<file path="src/rtl/neural_pio_mailbox.sv">
// Two-FIFO mailbox linking a 4-phase software PIO handshake to valid/ready accelerator streams.
// Define NEURAL_MBOX_STATUS_EN to expose tx_level, rx_level and the saturating stall_cnt.
module neural_pio_mailbox #(
    parameter int DATA_W = 32,
    parameter int DEPTH  = 8
) (
    input  logic              clk_clk,
    input  logic              reset_reset_n,
    input  logic [DATA_W-1:0] sw_wdata,
    input  logic [1:0]        to_sw_sig,
    output logic [1:0]        to_hw_sig,
    output logic [DATA_W-1:0] sw_rdata,
    output logic [DATA_W-1:0] hw_in_data,
    output logic              hw_in_valid,
    input  logic              hw_in_ready,
    input  logic [DATA_W-1:0] hw_out_data,
    input  logic              hw_out_valid,
    output logic              hw_out_ready
`ifdef NEURAL_MBOX_STATUS_EN
    ,
    output logic [$clog2(DEPTH):0] tx_level,
    output logic [$clog2(DEPTH):0] rx_level,
    output logic [15:0]            stall_cnt
`endif
);

    localparam int PTR_W = $clog2(DEPTH);
    localparam int LVL_W = PTR_W + 1;
    localparam logic [LVL_W-1:0] FULL_LVL = LVL_W'(DEPTH);

    typedef enum logic {W_IDLE, W_ACK} wstate_t;
    typedef enum logic {R_IDLE, R_ACK} rstate_t;

    logic [DATA_W-1:0] tx_mem_q [DEPTH];
    logic [DATA_W-1:0] rx_mem_q [DEPTH];

    logic [PTR_W-1:0]  tx_wptr_q, tx_wptr_d, tx_rptr_q, tx_rptr_d;
    logic [PTR_W-1:0]  rx_wptr_q, rx_wptr_d, rx_rptr_q, rx_rptr_d;
    logic [LVL_W-1:0]  tx_level_q, tx_level_d, rx_level_q, rx_level_d;
    wstate_t           wstate_q, wstate_d;
    rstate_t           rstate_q, rstate_d;
    logic              wack_q, wack_d, rack_q, rack_d;
    logic [DATA_W-1:0] sw_rdata_q, sw_rdata_d;
    logic              rdy_en_q;

    logic tx_full, tx_empty, rx_full, rx_empty;
    logic tx_push, tx_pop, rx_push, rx_pop;

    // Full/empty come from registered levels only, so a same-cycle pop never frees room for a push.
    assign tx_full  = (tx_level_q == FULL_LVL);
    assign tx_empty = (tx_level_q == '0);
    assign rx_full  = (rx_level_q == FULL_LVL);
    assign rx_empty = (rx_level_q == '0);

    assign tx_pop       = !tx_empty && hw_in_ready;
    assign hw_out_ready = rdy_en_q && !rx_full;
    assign rx_push      = hw_out_valid && hw_out_ready;

    assign hw_in_valid = !tx_empty;
    assign hw_in_data  = tx_mem_q[tx_rptr_q];
    assign to_hw_sig   = {rack_q, wack_q};
    assign sw_rdata    = sw_rdata_q;

    always_comb begin
        wstate_d = wstate_q;
        wack_d   = wack_q;
        tx_push  = 1'b0;
        case (wstate_q)
            W_IDLE: begin
                if (to_sw_sig[0] && !tx_full) begin
                    tx_push  = 1'b1;
                    wack_d   = 1'b1;
                    wstate_d = W_ACK;
                end
            end
            W_ACK: begin
                if (!to_sw_sig[0]) begin
                    wack_d   = 1'b0;
                    wstate_d = W_IDLE;
                end
            end
            default: wstate_d = W_IDLE;
        endcase
    end

    always_comb begin
        rstate_d   = rstate_q;
        rack_d     = rack_q;
        sw_rdata_d = sw_rdata_q;
        rx_pop     = 1'b0;
        case (rstate_q)
            R_IDLE: begin
                if (to_sw_sig[1] && !rx_empty) begin
                    rx_pop     = 1'b1;
                    sw_rdata_d = rx_mem_q[rx_rptr_q];
                    rack_d     = 1'b1;
                    rstate_d   = R_ACK;
                end
            end
            R_ACK: begin
                if (!to_sw_sig[1]) begin
                    rack_d   = 1'b0;
                    rstate_d = R_IDLE;
                end
            end
            default: rstate_d = R_IDLE;
        endcase
    end

    always_comb begin
        tx_wptr_d  = tx_push ? tx_wptr_q + 1'b1 : tx_wptr_q;
        tx_rptr_d  = tx_pop  ? tx_rptr_q + 1'b1 : tx_rptr_q;
        rx_wptr_d  = rx_push ? rx_wptr_q + 1'b1 : rx_wptr_q;
        rx_rptr_d  = rx_pop  ? rx_rptr_q + 1'b1 : rx_rptr_q;
        tx_level_d = tx_level_q;
        rx_level_d = rx_level_q;
        if (tx_push && !tx_pop) begin
            tx_level_d = tx_level_q + 1'b1;
        end else if (!tx_push && tx_pop) begin
            tx_level_d = tx_level_q - 1'b1;
        end
        if (rx_push && !rx_pop) begin
            rx_level_d = rx_level_q + 1'b1;
        end else if (!rx_push && rx_pop) begin
            rx_level_d = rx_level_q - 1'b1;
        end
    end

    // Storage has no reset; validity is tracked entirely by the pointers and levels.
    always_ff @(posedge clk_clk) begin
        if (tx_push) begin
            tx_mem_q[tx_wptr_q] <= sw_wdata;
        end
        if (rx_push) begin
            rx_mem_q[rx_wptr_q] <= hw_out_data;
        end
    end

    always_ff @(posedge clk_clk or negedge reset_reset_n) begin
        if (!reset_reset_n) begin
            tx_wptr_q  <= '0;
            tx_rptr_q  <= '0;
            rx_wptr_q  <= '0;
            rx_rptr_q  <= '0;
            tx_level_q <= '0;
            rx_level_q <= '0;
            wstate_q   <= W_IDLE;
            rstate_q   <= R_IDLE;
            wack_q     <= 1'b0;
            rack_q     <= 1'b0;
            sw_rdata_q <= '0;
            rdy_en_q   <= 1'b0;
        end else begin
            tx_wptr_q  <= tx_wptr_d;
            tx_rptr_q  <= tx_rptr_d;
            rx_wptr_q  <= rx_wptr_d;
            rx_rptr_q  <= rx_rptr_d;
            tx_level_q <= tx_level_d;
            rx_level_q <= rx_level_d;
            wstate_q   <= wstate_d;
            rstate_q   <= rstate_d;
            wack_q     <= wack_d;
            rack_q     <= rack_d;
            sw_rdata_q <= sw_rdata_d;
            rdy_en_q   <= 1'b1;
        end
    end

`ifdef NEURAL_MBOX_STATUS_EN
    logic        wr_stall;
    logic [15:0] stall_cnt_q, stall_cnt_d;

    // Counts cycles where software is requesting a write but the TX FIFO has no room.
    assign wr_stall = (wstate_q == W_IDLE) && to_sw_sig[0] && tx_full;

    always_comb begin
        stall_cnt_d = stall_cnt_q;
        if (wr_stall && (stall_cnt_q != 16'hFFFF)) begin
            stall_cnt_d = stall_cnt_q + 16'd1;
        end
    end

    always_ff @(posedge clk_clk or negedge reset_reset_n) begin
        if (!reset_reset_n) begin
            stall_cnt_q <= '0;
        end else begin
            stall_cnt_q <= stall_cnt_d;
        end
    end

    assign tx_level  = tx_level_q;
    assign rx_level  = rx_level_q;
    assign stall_cnt = stall_cnt_q;
`endif

endmodule

</file>
<file path="config.mk">
export PLATFORM = sky130hd
export DESIGN_NAME = neural_pio_mailbox
export DESIGN_NICKNAME = d
export VERILOG_FILES = /design/src/rtl/neural_pio_mailbox.sv
export SDC_FILE = /design/constraint.sdc
export NUM_CORES = 1
export LEC_CHECK = 0
export ABC_AREA = 1
export CAP_MARGIN = 10
export CORE_MARGIN = 3
export CORE_UTILIZATION = 60
export DETAILED_ROUTE_END_ITERATION = 10
export DONT_BUFFER_PORTS = 1
export GPL_TIMING_DRIVEN = 0
export PLACE_DENSITY_LB_ADDON = 0.08
export SLEW_MARGIN = 20
export SYNTH_ARGS = -nofsm -noshare
export SYNTH_HDL_FRONTEND = slang
export SYNTH_SLANG_ARGS = --single-unit
</file>
<file path="constraint.sdc">
create_clock -name clk_clk -period 4.15 [get_ports clk_clk]
set_input_delay 1.245 -clock clk_clk [delete_from_list [all_inputs] [get_ports clk_clk]]
set_output_delay 1.245 -clock clk_clk [all_outputs]
set_load 0.01 [all_outputs]
</file>
==> results.md, run 1 <==
* Run status: completed
* Primary FF master, synth: sky130_fd_sc_hd__edfxtp_1
* Most used routing layer in global routing: met2
* Share of post-route cells with drive strength above 1 at 11.1%
* Clock tree from TritonCTS: built
* Remaining DRCs at 0
* Startpoint type of the worst setup path: flip-flop
* Largest clock skew in the final design at 18.5 ps
* Initial Utilization at 61.5%
* Cell-by-cell trace of the critical path: inv_1, buf_4, clkbuf_1, o21ai_0, o21ai_1, nand2_1, nand2_1
* Max IR drop VDD at 0.000465 V
* Avg Vias per Cell at 5.51
* Leak at 10.7 nW
* Remaining antenna violation count at 0
* Worst Hold Slack at 339 ps
* Met3 global-route usage at 6.07%
* CP Class: reg -> out
* Largest driver fanout on the critical path at 10
* Sum of net half-perimeters after detailed placement at 37.4 mm
* Number of filler cells placed in the layout at 2643
* Remaining global-route overflow at 0
* Post-CTS Hold Buffers at 0
* Setup Viol. Count Final at 0
* Core outline area at 38100 um^2
* Hold violation total from the final report at 0
* Worst Setup End Kind: output port
* Number of global-route vias before repair at 15.1k
* Number of H-tree levels at 2
* Routed wire length per instance at 20.7 um
* CTS root buf: sky130_fd_sc_hd__clkbuf_16
* Total routing usage reported by global routing at 27.5%
* Wire length of the first global-routing pass at 85.9 mm
* Clock power share at 28.6%
* Type of the most critical hold path: in -> async
* CP dominant cell by count: sky130_fd_sc_hd__nand2_1
* Number of DRC markers after the initial detailed-route iteration at 1216
* Ys async rst share at 10.0%
* Most used standard cell by instance count after synthesis: sky130_fd_sc_hd__nand2_1
* Normalized max-slew margin at 47.1%
* Number of synthesized flops with an enable pin at 512
* Pwr per Cell Area at 706 nW/um^2
* Die Outline Area at 41500 um^2
* Most numerous cell types in the synthesized netlist: sky130_fd_sc_hd__nand2_1, sky130_fd_sc_hd__edfxtp_1, sky130_fd_sc_hd__inv_1
* Synth area leaders: sky130_fd_sc_hd__edfxtp_1, sky130_fd_sc_hd__nand2_1, sky130_fd_sc_hd__dfrtp_1
* Number of sinks driven by the clock tree at 569
* Clock-pin slew on the worst setup and hold paths at 60 ps
* Post-Syn Area at 23400 um^2
* Met1 layer usage reported by global route at 32.5%
* Maximum number of pins on one net before global-route repair at 58
* Synth-to-Final Area Change at 13.9%
* Clock Tree Buf Depth at 3
* 1st-pass router iterations at 5
* Overall power consumption at 18.8 mW
* Later-pin clock latency in the skew report at 610 ps
* Worst endpoint data arrival time at 2280 ps
* Initial antenna violation count at 0
* Slowest Stage Delay on Critical Path at 450 ps
* Internal power summed over all cells at 12.1 mW
* I/O pins at 138
* Sw frac at 36.0%
* Number of buffers created by CTS at 56
* Final #Nets at 2271
* Relative contribution of combinational cells to total power at 32.4%
* Portion of synthesized cell area occupied by the leading cell type at 65.6%
* Sequential group share of total power at 39.0%
* Post-synthesis area per instance at 11.3 um^2
* Post-cts resize count at 0
* Critical path data required time at 2900 ps
* Die outline width at 204 um
* Number of buffer cells added on primary ports at 0
* Actual slew at the worst max-slew pin at 793 ps
* FP Rows at 71
* Routed vias at 15.2k
* Netlist cell types at 28
* Met2 Usage GRT at 49.8%
* Count of final max-slew check failures at 0
* Portion of the post-synthesis area used by sequential elements at 71.7%
* Final period demand of the worst path at 3530 ps
* Postcts setup bufs at 0
* Slowest stage cell, crit path: sky130_fd_sc_hd__dfrtp_1
* Number of diodes added for antenna fixing at 0
* Sum of routed wire length over all layers at 57.0 mm
* Overall die height at 204 um
* Ys Warns at 0
* Fmax at 283 MHz
* Setup repair after global routing missed its margin: false
* Number of register bits inferred by synthesis at 569
* Share of the cycle needed by the critical path after routing at 85.0%
* Net count of the mapped netlist at 2160
* Biggest area consumer among synthesized cells: sky130_fd_sc_hd__edfxtp_1
* Sw Pwr at 6.79 mW
* Cells after synthesis at 2078
* RePlAce Congestion at 0.819
* Max-capacitance violation count at 0
==> logic make-up after synthesis <==
family                   after synthesis  share of synthesized area (%)
adder cells (fa/ha/maj)               12                          0.705
buffers and inverters                325                           6.32
AO/OA/AOI/OAI                        201                           4.33
XOR/XNOR                               9                          0.337
flip-flops                           569                           71.7
other                                  1                         0.0160
AND/OR/NAND/NOR                      961                           16.6
==> final timing paths <==
kind,startpoint,endpoint,slack (ps),cells after the start
setup reg to reg,rx_level_q[0],rx_mem_q[4][13],1580,7
setup / recovery,tx_rptr_q[0],hw_in_data[14],620,7
min in group clk_clk,wstate_q,wstate_q,480,2
hold / removal,reset_reset_n,tx_rptr_q[0],340,0
hold reg to reg,wstate_q,wstate_q,480,2
max in group asynchronous,reset_reset_n,sw_rdata[25],3690,0
==> layout by cell type, fill, tap and decap left out, types with 6 or more instances in the layout <==
cell and instances:
sky130_fd_sc_hd__o21ai_1 44, sky130_fd_sc_hd__buf_6 14, sky130_fd_sc_hd__buf_4 56, sky130_fd_sc_hd__clkinvlp_4 7, sky130_fd_sc_hd__ha_1 10, sky130_fd_sc_hd__nand3_1 203
sky130_fd_sc_hd__o21ai_0 156, sky130_fd_sc_hd__nor3_2 12, sky130_fd_sc_hd__nand2_1 540, sky130_fd_sc_hd__dfrtp_1 57, sky130_fd_sc_hd__clkbuf_16 58, sky130_fd_sc_hd__buf_2 47
sky130_fd_sc_hd__bufinv_16 10, sky130_fd_sc_hd__clkinv_1 8, sky130_fd_sc_hd__inv_1 214, sky130_fd_sc_hd__nor2_1 199, sky130_fd_sc_hd__clkbuf_1 27, sky130_fd_sc_hd__clkinv_2 11
sky130_fd_sc_hd__xnor2_1 6, sky130_fd_sc_hd__edfxtp_1 512
==> final cells by class <==
cell class / count / area, um^2 / share of cell area (%)
buffer: 108 / 666 / 2.49
clock buffer: 68 / 1530 / 5.73
clock inverter: 38 / 463 / 1.73
inverter: 217 / 815 / 3.05
multi-input combinational: 1184 / 5240 / 19.6
sequential: 569 / 16800 / 63.0
tap: 511 / 639 / 2.40
timing repair buffer: 53 / 539 / 2.02
==> metal layers <==
metal | vias to the layer above | wire, um
li1 | 7161 | -
met1 | 7306 | 21200
met2 | 557 | 29900
met3 | 129 | 4080
met4 | 0 | 1740
met5 | - | 0
==> per-stage QoR <==
step	cells	TNS (ps)	util, %	setup WS [ps]	instance area [um^2]
floorplan	2078	-20670	-	-80.8	23400
finish	2748	0	70.0	621	26700
global route	2748	0	70.0	429	26700
CTS	2748	0	70.0	577	26700
global placement	2589	-878150	63.1	-2240	24100
detailed placement	2642	0	64.8	932	24700
==> flip-flops by register name (all words and copies together), names as in the netlist, 3 cells and up <==
signal	cells
rx_level_q	4
tx_mem_q	256
tx_wptr_q	3
tx_rptr_q	3
rx_wptr_q	3
tx_level_q	4
rx_rptr_q	3
sw_rdata	32
rx_mem_q	256
==> power groups by stage <==
stage,Combinational (mW),Clock [mW],Sequential [mW]
after floorplan,4.07,0,7.38
after global placement,5.76,0,7.49
after detailed placement,6.07,0,7.46
after CTS,6.12,5.46,7.34
after global routing,6.74,5.67,7.40
final,6.11,5.39,7.34
==> critical path: cells and delay by family (launching register included) <==
| kind | cells | cell delay, ps |
|---|---|---|
| DFF | 1 | 450 |
| AOI/OAI and AO/OA | 2 | 330 |
| buffers and inverters | 3 | 690 |
| and+or+nand+nor | 2 | 210 |
Note: power is estimated with default switching activity, not from simulation.
==> run 2, diff against run 1 <==
Settings changed: CORE_UTILIZATION 60 to 57.
Clock period 4.15 ns to 2.8 ns, I/O delays scaled along.
==> run 2 against run 1 <==
The run now ends with setup timing left. Via count about the same. Utilization fell by 3.1 points. Sequential power is 49% higher. Die area grew 5.1%. Sequential cell count unchanged.
==> results.md, run 2 (synthesized netlist as in run 1, its figures left out) <==
* Pwr per Cell Area at 1030 nW/um^2 (+46%)
* Actual slew at the worst max-slew pin at 838 ps (+44.5 ps)
* Worst Setup End Kind: output port
* Initial Utilization at 58.3% (-3.2 points)
* Hold violation total from the final report at 0 (unchanged)
* Worst r2r path cells at 13 (+6)
* Setup repair after global routing missed its margin: true
* Critical Path End: hw_in_data[24]
* FP Rows at 73 (+2.8%)
* Layout Cells excl Fill at 2754 (+0.22%)
* Initial antenna violation count at 0 (unchanged)
* Routed vias at 15.1k (-0.046%)
* Cell-by-cell trace of the critical path: buf_8, buf_12, buf_8, nor2_2, nor2_1, o21ai_1, o21ai_1, nand2_1, nand2_2
* Crit. path cell count at 9 (+2)
* I/O pins at 138 (unchanged)
* Largest driver fanout on the critical path at 10 (unchanged)
* Max-capacitance violation count at 0 (unchanged)
* Count of final max-slew check failures at 0 (unchanged)
* Number of buffer cells added on primary ports at 0 (unchanged)
* Leak at 10.7 nW (+0.27%)
* Share of the cycle needed by the critical path after routing at 100%
* Placed cell areas at 24800 um^2 (+0.38%)
* Number of DRC markers after the initial detailed-route iteration at 1155 (-5.0%)
* Remaining antenna violation count at 0 (unchanged)
* Worst endpoint data arrival time at 1960 ps (-320 ps)
* Type of the most critical hold path: in -> async
* Final #Nets at 2268 (-0.13%)
* Remaining global-route overflow at 0 (unchanged)
* RePlAce Congestion at 0.778 (-5.0%)
* Slowest Stage Delay on Critical Path at 430 ps (-20 ps)
* Maximum number of pins on one net before global-route repair at 58 (unchanged)
* Sequential cell area at 16800 um^2 (about the same)
* Post-placement worst setup slack at -106 ps (-1040 ps)
* Failing checks: setup timing
* Fmax at 357 MHz
* Startpoint of the worst-slack reg-to-reg timing path: rx_level_q[1]
* Number of H-tree levels at 2 (unchanged)
* Post-layout instance area at 26900 um^2 (+0.82%)
* R2r setup slk at 300 ps (-1280 ps)
* Clock-pin slew on the worst setup and hold paths at 60 ps (about the same)
* Area of the multi-input gates at 5380 um^2 (+2.7%)
* Number of sinks driven by the clock tree at 569 (unchanged)
* Share of post-route cells with drive strength above 1 at 12.7% (+1.5 points)
* Final worst slack at -4.60 ps (-626 ps)
* Sum of routed wire length over all layers at 57.6 mm (+1.1%)
* 1st-pass router iterations at 5 (unchanged)
* Highest-count cells in the layout ignoring fill and taps: sky130_fd_sc_hd__nand2_1, sky130_fd_sc_hd__edfxtp_1, sky130_fd_sc_hd__inv_1
* Core outline area at 40200 um^2 (+5.5%)
* Synth-to-Final Area Change at 14.9%
* Start point of the critical path: tx_rptr_q[0]
* Max IR drop VDD at 0.000642 V (+38%)
* Die outline width at 209 um (+2.5%)
* Setup Viol. Count Final at 1 (+1)
* Normalized max-slew margin at 44.0% (-3.1 points)
* Sum of net half-perimeters after detailed placement at 37.4 mm (about the same)
* Total routing usage reported by global routing at 26.3% (-1.1 points)
* Number of filler cells placed in the layout at 2990 (+13%)
* Startpoint type of the worst setup path: flip-flop
* Die Outline Area at 43600 um^2 (+5.1%)
* Number of buffers and inverters on the critical path at 3 (unchanged)
* Routed wire length per instance at 20.9 um (+0.90%)
* Remaining DRCs at 0 (unchanged)
* Placed cells at 2643 (+0.038%)
* Clock tree from TritonCTS: built
* Wire length of the first global-routing pass at 87.4 mm (+1.7%)
* Critical path's top delay family: buffers and inverters
* Avg Vias per Cell at 5.50 (-0.26%)
* Slowest stage cell, crit path: sky130_fd_sc_hd__dfrtp_2
* Capturing point of the worst reg2reg path: rx_level_q[3]
* Largest clock skew in the final design at 18.8 ps (+0.262 ps)
* Later-pin clock latency in the skew report at 600 ps (about the same)
* CTS root buf: sky130_fd_sc_hd__clkbuf_16
* Clock Tree Buf Depth at 3 (unchanged)
* Number of diodes added for antenna fixing at 0 (unchanged)
* Final period demand of the worst path at 2800 ps
* Critical path data required time at 1960 ps (-940 ps)
* Overall die height at 209 um (+2.5%)
* Run status: finished with violations
* Overall power consumption at 27.7 mW (+47%)
* Commonest non-fill, non-tap cell in the layout: sky130_fd_sc_hd__nand2_1
* CP Class: reg -> out
* Number of global-route vias before repair at 14.9k (-0.86%)
* Number of buffers created by CTS at 57 (+1.8%)
==> run 2: layout make-up <==
class / count / share of cell area (%)
Multi-Input combinational cell: 1184 / 20.0
Clock inverter: 26 / 0.870
Tap cell: 525 / 2.44
Buffer: 107 / 2.96
Timing Repair Buffer: 50 / 2.59
Clock buffer: 76 / 5.68
Inverter: 217 / 3.03
Sequential cell: 569 / 62.5
==> run 2: per-layer routing <==
| layer | up-vias | GRT usage [%] | routed length (um) | share of wire, % |
|---|---|---|---|---|
| met4 | 0 | 9.24 | 1730 | 3.0 |
| li1 | 7147 | - | - | - |
| met2 | 562 | 45.9 | 29200 | 51 |
| met3 | 128 | 5.21 | 4360 | 7.6 |
| met5 | - | 0 | 0 | 0 |
| met1 | 7309 | 33.1 | 22300 | 39 |
==> run 2: where the power goes <==
group / switching [mW] / leakage, nW / internal, mW
Combinational: 6.53 / 4.57 / 3.09
Clock: 3.04 / 0.843 / 4.17
Sequential: 0.589 / 5.32 / 10.3
Total: 10.2 / 10.7 / 17.6
==> run 2: how the worst min path moves through the flow <==
stage	startpoint	slack, ps	cells after the start	endpoint
after floorplan	wstate_q	440	2	wstate_q
after global placement	wstate_q	460	2	wstate_q
after detailed placement	wstate_q	470	2	wstate_q
after CTS	reset_reset_n	120	1	rx_rptr_q[0]
after global routing	reset_reset_n	130	1	sw_rdata[4]
final	reset_reset_n	130	1	rx_rptr_q[2]
==> run 2: through the flow <==
step,hold WS [ps],util (%),setup TNS (ps)
finish,133,66.9,-4.60
global route,133,66.9,-1620
CTS,118,66.5,-39.8
detailed placement,470,61.7,-2230
global placement,462,60.2,-623540
floorplan,445,-,-118540
==> run 2: what timing repair did <==
action                                  CTS  global route
hold buffers                              1             0
endpoints found under the setup margin   32            68
hold endpoints to repair                 57             0
pin swaps                                 0             3
gates cloned                              1             0
buffers inserted                          1             7
gates resized for setup                  60            58
